<file path="src/rtl/step_controller.sv">
// Debug/step consumer: synchronises and debounces the debug switch and step button,
// gates the core with cpu_en and snapshots an observation word after every step.
module step_controller #(
   parameter int DEBOUNCE_CYCLES = 16,
   parameter int STEP_CYCLES     = 1,
   parameter int CNT_W           = 16
) (
   input  logic             clk_c,
   input  logic             reset,
   input  logic             debug,
   input  logic             step_btn,
   input  logic [31:0]      snap_in,
   output logic             cpu_en,
   output logic             halted,
   output logic             step_done,
   output logic [CNT_W-1:0] step_count,
   output logic [31:0]      snap_out
);

   localparam int DB_W = $clog2(DEBOUNCE_CYCLES + 1);
   localparam int ST_W = $clog2(STEP_CYCLES + 1);

   typedef enum logic [2:0] {
      RUN,
      HALT,
      STEP,
      SNAP,
      WAIT_REL
   } state_t;

   logic             debug_meta_q, debug_s_q;
   logic             btn_meta_q, btn_s_q;
   logic [DB_W-1:0]  db_cnt_q, db_cnt_d;
   logic             btn_db_q, btn_db_d;
   logic             step_req_q, step_req_d;
   state_t           state_q, state_d;
   logic [ST_W-1:0]  step_cnt_q, step_cnt_d;
   logic             cpu_en_q, cpu_en_d;
   logic             halted_q, halted_d;
   logic             step_done_q, step_done_d;
   logic [CNT_W-1:0] step_count_q, step_count_d;
   logic [31:0]      snap_q, snap_d;

   always_comb begin
      db_cnt_d     = '0;
      btn_db_d     = btn_db_q;
      step_req_d   = 1'b0;
      state_d      = state_q;
      step_cnt_d   = step_cnt_q;
      step_count_d = step_count_q;
      snap_d       = snap_q;

      // The debounced level only moves after btn_s has disagreed with it for a full window.
      if (btn_s_q != btn_db_q) begin
         if (db_cnt_q == DB_W'(DEBOUNCE_CYCLES - 1)) begin
            btn_db_d   = btn_s_q;
            step_req_d = btn_s_q;
         end else begin
            db_cnt_d = db_cnt_q + DB_W'(1);
         end
      end

      case (state_q)
         RUN: begin
            if (debug_s_q) state_d = HALT;
         end
         HALT: begin
            if (!debug_s_q) begin
               state_d = RUN;
            end else if (step_req_q) begin
               state_d    = STEP;
               step_cnt_d = ST_W'(STEP_CYCLES - 1);
            end
         end
         STEP: begin
            // Capture on the way into SNAP so snap_out and step_count change with step_done.
            if (step_cnt_q == '0) begin
               state_d      = SNAP;
               snap_d       = snap_in;
               step_count_d = step_count_q + CNT_W'(1);
            end else begin
               step_cnt_d = step_cnt_q - ST_W'(1);
            end
         end
         SNAP: begin
            state_d = WAIT_REL;
         end
         WAIT_REL: begin
            if (!btn_db_q) state_d = debug_s_q ? HALT : RUN;
         end
         default: begin
            state_d = RUN;
         end
      endcase

      cpu_en_d    = (state_d == RUN) || (state_d == STEP);
      halted_d    = (state_d == HALT) || (state_d == SNAP) || (state_d == WAIT_REL);
      step_done_d = (state_d == SNAP);
   end

   always_ff @(posedge clk_c) begin
      if (reset) begin
         debug_meta_q <= 1'b0;
         debug_s_q    <= 1'b0;
         btn_meta_q   <= 1'b0;
         btn_s_q      <= 1'b0;
         db_cnt_q     <= '0;
         btn_db_q     <= 1'b0;
         step_req_q   <= 1'b0;
         state_q      <= RUN;
         step_cnt_q   <= '0;
         cpu_en_q     <= 1'b0;
         halted_q     <= 1'b0;
         step_done_q  <= 1'b0;
         step_count_q <= '0;
         snap_q       <= '0;
      end else begin
         debug_meta_q <= debug;
         debug_s_q    <= debug_meta_q;
         btn_meta_q   <= step_btn;
         btn_s_q      <= btn_meta_q;
         db_cnt_q     <= db_cnt_d;
         btn_db_q     <= btn_db_d;
         step_req_q   <= step_req_d;
         state_q      <= state_d;
         step_cnt_q   <= step_cnt_d;
         cpu_en_q     <= cpu_en_d;
         halted_q     <= halted_d;
         step_done_q  <= step_done_d;
         step_count_q <= step_count_d;
         snap_q       <= snap_d;
      end
   end

   assign cpu_en     = cpu_en_q;
   assign halted     = halted_q;
   assign step_done  = step_done_q;
   assign step_count = step_count_q;
   assign snap_out   = snap_q;

endmodule

</file>
<file path="config.mk">
export PLATFORM = sky130hd
export DESIGN_NAME = step_controller
export DESIGN_NICKNAME = d
export VERILOG_FILES = /design/src/rtl/step_controller.sv
export SDC_FILE = /design/constraint.sdc
export NUM_CORES = 1
export LEC_CHECK = 0
export CELL_PAD_IN_SITES_DETAIL_PLACEMENT = 1
export CELL_PAD_IN_SITES_GLOBAL_PLACEMENT = 1
export CORE_MARGIN = 5
export CORE_UTILIZATION = 34
export CTS_CLUSTER_SIZE = 40
export DETAILED_ROUTE_END_ITERATION = 8
export PLACE_DENSITY_LB_ADDON = 0.1
export RECOVER_POWER = 100
export SKIP_LAST_GASP = 1
export SYNTH_ARGS = -nofsm -noshare
export SYNTH_HDL_FRONTEND = slang
export SYNTH_SLANG_ARGS = --single-unit
</file>
<file path="constraint.sdc">
create_clock -name clk_c -period 4 [get_ports clk_c]
set_input_delay 0.6 -clock clk_c [delete_from_list [all_inputs] [get_ports clk_c]]
set_output_delay 0.6 -clock clk_c [all_outputs]
set_load 0.02 [all_outputs]
</file>
**Word-level counts from Yosys, hierarchy flattened**

Cells that the tools add are included.

- Register bits after elaboration: 66
- Bits of input ports: 36
- Output and inout bits: 51
- Word-level logic and storage cells: 54

- $add $sub $neg: 3
- Eq/ne operators: 12
- Muxes and demuxes: 11
- Bitwise gates (word level): 3
- Reductions and logical operators: 11

Operators with widths:

| kind | count |
|---|---|
| 16-bit by 1-bit adder with 16-bit output, second input constant | 1 |
| 3-bit 2-to-1 mux | 5 |
| 3-bit one-hot mux with 5 select lines | 1 |
| 3-bit by 2-bit == test with 1-bit output, second input constant | 4 |
| 3-bit by 1-bit == test with 1-bit output, second input constant | 2 |
| 3-bit == test, second input constant | 2 |
| 3-bit logical NOT | 2 |
| 3-bit OR reduction | 2 |
| 5-bit by 1-bit adder with 5-bit output, second input constant | 1 |
| 5-bit by 4-bit == test with 1-bit output, second input constant | 1 |
| 1-bit 2-to-1 mux | 4 |
| 2-bit inequality test, second input constant | 2 |
| 2-bit AND reduction | 2 |
| 1-bit logical OR | 3 |
| 1-bit inverter | 3 |
| 3-bit AND reduction | 1 |
| 1-bit one-hot mux with 2 select lines | 1 |
| 2-bit nonzero test | 1 |
| 1-bit inequality test | 1 |
| 1-bit subtractor, second input constant | 1 |

**Logic depth before layout (Yosys ltp)**

- Depth in word-level cells: 6
- Depth in mapped cells: 6
- Gate-level depth less buffers: 5

**Worst setup path before layout**

No wires, ideal clock.

- Path kind: register to register
- Start point: register state_q[2]
- End point: register step_count_q[15], in the netlist step_count[15]
- Arrival time: 1,694 ps
- Path slack: 2,182 ps
- Stages on the path, launching flop included: 6
- Path buffers: 1
- Clock period less this slack: 1,818 ps
- Cell sequence: dfxtp_1 -> buf_2 -> or3b_4 -> nor4_4 -> nor3b_2 -> mux2_1

- Longest elaborated chain between the ends: 2

RTL lines:

| what | line | RTL |
|---|---|---|
| from (decl) | 36 | `state_t state_q, state_d;` |
| from (signal assigned) | 125 | `state_q <= state_d;` |
| 3-bit by 2-bit == test with 1-bit output | 63 | `case (state_q)` |
| 2-bit AND reduction (no line) | n/a |  |
| to (signal assigned) | 130 | `step_count_q <= step_count_d;` |
| to (decl) | 41 | `logic [CNT_W-1:0] step_count_q, step_count_d;` |

No other way between the ends.
A chain may end at the register's enable or synchronous reset.

**Worst setup path after layout**

- Start point: input reset
- End point: register btn_db_q

RTL lines:

| what | line | RTL |
|---|---|---|
| from (decl) | 9 | `input logic reset,` |
| to (signal assigned) | 123 | `btn_db_q <= btn_db_d;` |
| to (decl) | 34 | `logic btn_db_q, btn_db_d;` |

No word-level cell between the ends.

==> flow_summary.toml <==
[global_routing]
grt_max_degree = 49
use_met1_pct = 16.6
grtUsageTotal_pct = 14.5
antenna_found_initial = 0
top_usage_layer = "met2"
grt_pass1_wl_mm = 10.3
grtUsageMet3_pct = 6.61
grt_overflow = 0
use_met2_pct = 23.6
grt_pass1_vias = 2272

[synth]
postSynthCellCount = 284
synthesis.area_um2 = 2440
synth.top_cell.area_share_pct = 53.2
synth_area_leaders = "dfxtp_1 (53%), nand2_1 (10%), a21oi_1 (8.4%)"
synth-seq-cells = 65
async_reset_ff_share_pct = 0
syn_nets = 323
syn_area_per_cell_um2 = 8.61
seq_area_frac_synth_pct = 53.2
ys_types = 35
yosys_warnings = 0
yosysTopAreaCell = "dfxtp_1"
synth_flop_cell = "dfxtp_1"
synth_enable_flop_cells = 0

[critical_path]
crit_path_end_kind = "register"
crit_chain = "clkbuf_1, clkbuf_1, nor2_1"
start_kind = "primary input"
path_common_cell = "clkbuf_1"
cp_slowest_stage_delay_ns = 1.46
worst_path_dominant_cell_family = "buffers and inverters"
rrSetupSlack_ns = 1.79
critical_path_class = "primary input to register"
r2r-start = "state_q[1]"
worst_ep_arrival_time_ns = 2.83
critPathMaxFanout = 48
path_buf_inv = 2
reg2regPathDepth = 4
r2r_end = "step_count[15]"
cp.required_ns = 4.19
critPathSlowestCell = "clkbuf_1"

[floorplanning]
rows = 31
io_pins = 87
initial_core_util_pct = 34.3
dieHeight_um = 94.8
design.core.area_um2 = 7140
die_w_um = 94.8
fp.dieArea_um2 = 8990

[clock_network]
clockBufferDepth = 2
cts_root_buffer = "clkbuf_8"
path_clk_slew_ns = 0.07
cts_resized = 0
cts_tree = "yes"
ctsHtreeMaxLevel = 3
hold_buffers = 0
cts_buffers = 9
cts_sinks = 65
cts_post_setup_buffers_inserted = 0
clk_latency_ns = 0.33

[timing]
worst_pin_slew_ns = 2.08
hold_viol_final = 0
min_period_ns = 2.64
period_share_pct = 65.9
rsz0062_at_grt = "no"
relSlewSlack_pct = -38.9
setup_viol = 0
skew_ns = 0.00363
slew_viol_final = 49
totalNegativeSetupSlack_ns = 0
fmax_mhz = 379

[finish]
regArea_um2 = 1300
n_antenna_cell = 0
area_delta_synth_final_pct = 45.7
fin_area_um2 = 3560
nets = 405
drive_gt1_share_pct = 5.68
fillers = 869
multi_input_area_um2 = 1060

[hold_path]
hold_depth = 1
min_path_type = "register to register"
min_from = "btn_meta_q"
worstHoldEndpoint = "btn_s_q"

[flow_run]
drv_cap = 1

[place]
gp_congestion = 0.718
io_buffer_count = 86
dp_hpwl_mm = 4.36
dpl-instance-area_um2 = 3370

[routing]
drt-total-wl_mm = 6.10
via_per_inst = 4.59
first_pass_iters = 4
wl_per_cell_um = 13.0
drt-initial-drc-count = 55
antenna_left = 0
drc_errors = 0
vias = 2151

[pwr]
finalPower_mw = 1.25
ir_drop_uv = 183
power_density_nw_per_um2 = 352
power_leakage_nw = 1.39

[status]
violations = "capacitance limit, slew limit"
status = "complete, but fails checks"
-- state kept, by name (all words and copies together), names as in the netlist --
signal	cells
step_done	1
cpu_en	1
debug_meta_q	1
debug_s_q	1
step_req_q	1
btn_s_q	1
halted	1
btn_db_q	1
step_count	16
state_q	3
btn_meta_q	1
db_cnt_q	5
snap_out	32
-- cell usage after synthesis (4+ instances only) --
master and count:
or3_1 5, nor2b_1 9, nand3_1 9, clkbuf_1 9
inv_1 5, xor2_1 5, nor2_1 21, a21oi_1 41
xnor2_1 6, nand2_1 68, buf_1 5, dfxtp_1 65
o21ai_0 4
-- through the flow --
step,std cells,worst slack [ns],util [%],hold WS [ns]
after detailed placement,454,1.80,47.2,0.435
after CTS,469,1.76,50.0,0.448
after floorplan,284,2.18,-,0.414
after global routing,469,1.05,49.9,0.463
after global placement,454,1.83,47.2,0.423
final,469,1.36,49.9,0.443
-- power by group --
group | total (mW) | switching, mW | internal, mW
clock | 0.547 | 0.230 | 0.317
combinational | 0.0537 | 0.0191 | 0.0346
sequential | 0.653 | 0.00191 | 0.651
total | 1.25 | 0.251 | 1.00
-- cell type report --
| class | count | share of cell area [%] |
|---|---|---|
| clock inverters | 3 | 1.12 |
| inverters | 5 | 0.527 |
| repair buffers | 88 | 24.3 |
| well taps | 99 | 3.48 |
| flip-flops and latches | 65 | 36.5 |
| multi-input cells | 197 | 29.7 |
| clock buffers | 12 | 4.36 |
-- layout by cell type (no fill, tap or decap), drive strengths merged, types with 3 or more instances in the layout --
cell and count:
a21oi 41, and3 3, clkbuf 14, clkdlybuf4s50 34, dfxtp 65, dlygate4sd3 51, ha 3, inv 5
mux2 3, nand2 68, nand3 9, nand4 3, nor2 21, nor2b 9, o21ai 4, or3 5
xnor2 6, xor2 5
-- how the worst max path moves through the flow --
stage	slack, ns	start	cells past startpoint	to
after global placement	1.83	state_q[1]	4	step_count[15]
final	1.36	reset	3	btn_db_q
after CTS	1.76	state_q[1]	4	step_count[15]
after detailed placement	1.80	state_q[1]	4	step_count[15]
after global routing	1.05	reset	3	snap_out[1]
after floorplan	2.18	state_q[2]	5	step_count[15]
-- routing by layer --
layer	vias up	routed length [um]
li1	1099	-
met1	986	2620
met2	60	2860
met3	6	547
met4	0	69
met5	-	0
-- kinds of logic after synthesis --
kind of cell / share of synthesized area, %
AOI/OAI and AO/OA: 10.5
xor gates and xnor gates: 3.94
adders and majority gates: 1.54
buffers and inverters: 3.63
DFF: 53.2
muxes: 1.79
and+or+nand+nor: 25.3
No activity file was read; power rests on OpenSTA's default activity.
